## config.mk

```make
export PLATFORM = sky130hd
export DESIGN_NAME = blinker_button_conditioner
export DESIGN_NICKNAME = d
export VERILOG_FILES = /design/src/rtl/blinker_button_conditioner.sv
export SDC_FILE = /design/constraint.sdc
export NUM_CORES = 1
export LEC_CHECK = 0
export BUFFER_PORTS_ARGS = -buffer_cell sky130_fd_sc_hd__buf_4
export CAP_MARGIN = 20
export CORE_UTILIZATION = 43
export CTS_CLUSTER_SIZE = 8
export DETAILED_ROUTE_END_ITERATION = 8
export HOLD_SLACK_MARGIN = 0.08
export SYNTH_ARGS = -nofsm -noshare
export SYNTH_HDL_FRONTEND = slang
export SYNTH_SLANG_ARGS = --single-unit
```

## constraint.sdc

```tcl
create_clock -name system1000 -period 4.68 [get_ports system1000]
set_clock_uncertainty 0.1 [all_clocks]
set_input_delay 0.468 -clock system1000 [delete_from_list [all_inputs] [get_ports system1000]]
set_output_delay 0.468 -clock system1000 [all_outputs]
set_load 0.005 [all_outputs]
```

## src/rtl/blinker_button_conditioner.sv

```systemverilog
// -----------------------------------------------------------------------------
// blinker_button_conditioner
//
// Input stage for the blinker top level. It takes a raw, bouncy push-button pin
// that is asynchronous to system1000 and produces:
//   - a synchronised, debounced pressed level,
//   - one-cycle press / release pulses on each accepted change,
//   - a mode bit that toggles on every accepted press (drives the blinker input).
//
// Ports
//   system1000       in   clock
//   system1000_rstn  in   asynchronous reset, active low (release is synchronous
//                         in the sense that all state restarts from idle)
//   btn_raw          in   raw button pin, may bounce, asynchronous
//   btn_level        out  debounced pressed level (1 = pressed)
//   btn_press        out  one-cycle pulse on an accepted 0->1 of btn_level
//   btn_release      out  one-cycle pulse on an accepted 1->0 of btn_level
//   mode_q           out  toggles on every btn_press
//
// Parameters
//   SYNC_STAGES      synchroniser depth on btn_raw (>= 2)
//   DEBOUNCE_CYCLES  consecutive differing samples needed to accept a change (>= 2)
//   CNT_W            counter width, 2**CNT_W > DEBOUNCE_CYCLES
//   ACTIVE_LOW       1: pin is inverted before synchronisation (pressed = 0)
// -----------------------------------------------------------------------------
module blinker_button_conditioner #(
  parameter int unsigned SYNC_STAGES     = 2,
  parameter int unsigned DEBOUNCE_CYCLES = 20000,
  parameter int unsigned CNT_W           = 15,
  parameter int unsigned ACTIVE_LOW      = 0
) (
  input  logic system1000,
  input  logic system1000_rstn,
  input  logic btn_raw,
  output logic btn_level,
  output logic btn_press,
  output logic btn_release,
  output logic mode_q
);

  localparam logic             INVERT   = (ACTIVE_LOW != 0);
  localparam logic [CNT_W-1:0] CNT_ONE  = CNT_W'(1);
  localparam logic [CNT_W-1:0] CNT_LAST = CNT_W'(DEBOUNCE_CYCLES - 1);

  typedef enum logic {
    ST_STABLE,
    ST_CHECK
  } state_e;

  // ---------------------------------------------------------------------------
  // Synchroniser. The pin is normalised to "1 = pressed" before the first flop
  // so the reset value of every stage means "released".
  // ---------------------------------------------------------------------------
  logic                   btn_p;
  logic [SYNC_STAGES-1:0] sync_q;
  logic [SYNC_STAGES-1:0] sync_d;
  logic                   btn_s;

  assign btn_p = btn_raw ^ INVERT;

  always_comb begin
    sync_d = {sync_q[SYNC_STAGES-2:0], btn_p};
  end

  assign btn_s = sync_q[SYNC_STAGES-1];

  always_ff @(posedge system1000 or negedge system1000_rstn) begin
    if (!system1000_rstn) begin
      sync_q <= '0;
    end else begin
      sync_q <= sync_d;
    end
  end

  // ---------------------------------------------------------------------------
  // Debounce FSM. STABLE waits for the synchronised sample to differ from the
  // accepted level; CHECK counts consecutive differing samples. Any sample that
  // agrees with the level again drops back to STABLE, discarding the count.
  // ---------------------------------------------------------------------------
  state_e             state_q;
  state_e             state_d;
  logic [CNT_W-1:0]   cnt_q;
  logic [CNT_W-1:0]   cnt_d;
  logic               level_q;
  logic               level_d;
  logic               press_q;
  logic               press_d;
  logic               release_q;
  logic               release_d;
  logic               mode_d;

  always_comb begin
    state_d   = state_q;
    cnt_d     = cnt_q;
    level_d   = level_q;
    press_d   = 1'b0;
    release_d = 1'b0;
    mode_d    = mode_q;

    case (state_q)
      ST_STABLE: begin
        if (btn_s != level_q) begin
          state_d = ST_CHECK;
          cnt_d   = CNT_ONE;
        end else begin
          cnt_d   = '0;
        end
      end

      ST_CHECK: begin
        if (btn_s == level_q) begin
          state_d = ST_STABLE;
          cnt_d   = '0;
        end else if (cnt_q == CNT_LAST) begin
          // Commit: this is the DEBOUNCE_CYCLES-th consecutive differing sample.
          state_d   = ST_STABLE;
          cnt_d     = '0;
          level_d   = btn_s;
          press_d   = btn_s;
          release_d = ~btn_s;
          if (btn_s) begin
            mode_d = ~mode_q;
          end
        end else begin
          cnt_d = cnt_q + CNT_ONE;
        end
      end

      default: begin
        state_d = ST_STABLE;
        cnt_d   = '0;
      end
    endcase
  end

  always_ff @(posedge system1000 or negedge system1000_rstn) begin
    if (!system1000_rstn) begin
      state_q   <= ST_STABLE;
      cnt_q     <= '0;
      level_q   <= 1'b0;
      press_q   <= 1'b0;
      release_q <= 1'b0;
      mode_q    <= 1'b0;
    end else begin
      state_q   <= state_d;
      cnt_q     <= cnt_d;
      level_q   <= level_d;
      press_q   <= press_d;
      release_q <= release_d;
      mode_q    <= mode_d;
    end
  end

  assign btn_level   = level_q;
  assign btn_press   = press_q;
  assign btn_release = release_q;

endmodule

```

==> flow_summary.toml <==
[run_status]
status = "finished with violations"
violations = "DRC"

[route]
wl_um = 1600
first_pass_iters = 5
vias = 651
via_per_inst = 5.01
route.detailed.drc = 1
drtIter0Drc = 5
routedWlPerCell_um = 12.3
ant_nets = 0

[setup_path]
worstPathArrival_ps = 2070
path_max_fanout = 13
path_delay_family = "simple AND/OR/NAND/NOR gates"
max_stage_delay_ps = 560
path_class = "reg -> reg"
critPathRequiredTime_ps = 4780
worst_path_max_delay_cell = "or4b_4"
worstPathCellList = "or4b_4 -> nor4_4 -> or2b_2 -> nor2_1"
critPathBufInv = 0
end_kind = "register"
worst_setup_path_start_kind = "register"

[clock_tree]
cts_setup_buffers = 0
cts_resized = 0
clkTransAtPathRegs_ps = 120
insertion_delay_ps = 310
cts-hold-fix-buffers = 1
clock_path_buffers = 2
cts_tree = "done"
cts_sinks = 22
cts-root-buf = "clkbuf_4"
htree_num_levels = 1
numCtsBuffers = 3

[sta]
fin_tns_setup_ps = 0
hold_viol = 0
fin_crit_sh_pct = 42.2
max_slew_margin_pct = 77.9
finalSetupViolCount = 0
period_minus_slack_ps = 1980
slew_violations = 0
tightest_slew_ps = 328
rsz0062_at_grt = "no"
fmax_mhz = 506

[layout]
finalInstanceArea_um2 = 1110
drive_gt1_share_pct = 12.7
antenna-diode-count = 0
fin_nets = 108
syn_to_final_growth_pct = 11.6

[placement]
io_buffer_count = 6
dp_hpwl_um = 1150
gp_congestion = 0.715
place_area_um2 = 1060

[synthesis]
synth_fp_nets = 97
yosys.area.top_type = "dfrtp_1"
synthFlopType = "dfrtp_1"
synth_most_common_cell = "dfrtp_1"
ys_seq_area_share_pct = 55.4
postSynthCellCount = 92
yosys-top-cells-count = "dfrtp_1, nor2_1, xnor2_1"
yosys.area.top_type_share_pct = 55.4
async_flop_share_pct = 100
synth_area_per_cell_um2 = 10.8
yosys-top-cells-area = "dfrtp_1, xnor2_1, nor2_1"
yosysWarnings = 0
ys_types = 22
synthesis.area_um2 = 993
ys_seq_elements = 22
synth_edf_count = 0

[power_and_ir_drop]
switching_share_pct = 21.0
pwr-share-clk_pct = 33.2
power_leakage_nw = 0.464
p_int_mw = 0.244
power_density_nw_per_um2 = 279
pwr-share-comb_pct = 3.9
power_switching_mw = 0.0647
pwr-share-seq_pct = 62.9
peakVddDrop_uv = 206

[grt]
grt_pass1_vias = 644
antenna_found_initial = 0
track_usage_pct = 15.8
grt_pass1_wl_um = 2810
grt_max_degree = 23
grt.overflow.total = 0

[floorplanning]
rows = 17
fp.dieH_um = 50.1
initial_core_util_pct = 45.3
dieWidth_um = 50.1
dieArea_um2 = 2510
io_pins = 7
core-area_um2 = 2190

[min_path]
holdCritPathClass = "in -> reg"

[flow_run]
max_cap_viol_count = 0
final timing paths:
| kind | startpoint | to | slack [ps] | cells past startpoint |
|---|---|---|---|---|
| max reg2reg | cnt_q[7]$_DFF_PN0_ | cnt_q[2]$_DFF_PN0_ | 2700 | 4 |
| max in group asynchronous | system1000_rstn | state_q$_DFF_PN0_ | 3800 | 2 |
| min reg2reg | sync_q[0]$_DFF_PN0_ | sync_q[1]$_DFF_PN0_ | 260 | 0 |
| min in group asynchronous | system1000_rstn | cnt_q[5]$_DFF_PN0_ | 460 | 2 |
| min | btn_raw | sync_q[0]$_DFF_PN0_ | 160 | 1 |
| max | cnt_q[7]$_DFF_PN0_ | cnt_q[2]$_DFF_PN0_ | 2700 | 4 |
state kept, by name, indices dropped and copies added (netlist names):
name	cells
state_q	1
btn_press	1
btn_level	1
mode_q	1
sync_q	2
cnt_q	15
btn_release	1
per-layer routing:
layer / vias to the layer above / share of wire, % / GRT usage (%)
li1: 331 / - / -
met1: 310 / 49 / 19.5
met2: 8 / 47 / 23.8
met3: 2 / 3.0 / 6.48
met4: 0 / 1.1 / 7.14
met5: - / 0 / 0
through the flow:
step / std cells / setup WS [ps] / power (mW) / util (%) / hold WS (ps)
5_1_grt: 130 / 2540 / 0.324 / 50.6 / 126
3_5_place_dp: 125 / 2710 / 0.210 / 48.5 / 237
3_3_place_gp: 125 / 2760 / 0.210 / 48.5 / 233
6_report: 130 / 2700 / 0.309 / 50.6 / 157
2_1_floorplan: 92 / 2820 / 0.204 / - / 72.4
4_1_cts: 130 / 2670 / 0.317 / 50.6 / 135
cell usage in the layout (no fill, tap or decap), types with 3 or more instances in the layout:
| master | instances |
|---|---|
| inv_1 | 5 |
| nor4_1 | 3 |
| nand4_1 | 4 |
| xor2_1 | 3 |
| nand2_1 | 5 |
| nor2_1 | 17 |
| xnor2_1 | 11 |
| nand3_1 | 5 |
| buf_4 | 6 |
| dfrtp_1 | 22 |
| clkbuf_4 | 3 |
| nor3_1 | 4 |
worst register-to-register path, cell delays in order, from the launching register on:
cell and delay [ps]:
dfrtp_1 430, or4b_4 560, nor4_4 370, or2b_2 320
nor2_1 80
power groups by stage:
stage,registers [mW],clock network (mW),logic (mW)
floorplan,0.198,0,0.00648
global placement,0.198,0,0.0118
detailed placement,0.198,0,0.0119
CTS,0.194,0.110,0.0126
global route,0.195,0.115,0.0143
finish,0.194,0.103,0.0120
final cells by class:
class	count	area (um2)
clock buffers	4	36.3
flip-flops and latches	22	551
well taps	28	35.0
multi-input cells	64	413
repair buffers	7	55.1
fillers	215	1080
inverters	5	18.8
cells by family (layout without fill, tap and decap cells):
logic type | count (synthesis) | in the layout | share of synthesized area, %
buffers and inverters | 6 | 16 | 3.02
multiplexers | 1 | 1 | 1.01
adder cells (fa/ha/maj) | 2 | 2 | 2.52
AO/OA/AOI/OAI | 2 | 2 | 1.26
XOR/XNOR | 14 | 14 | 12.3
flip-flops | 22 | 22 | 55.4
AND/OR/NAND/NOR | 45 | 45 | 24.4
Note: power is estimated with default switching activity, not from simulation.
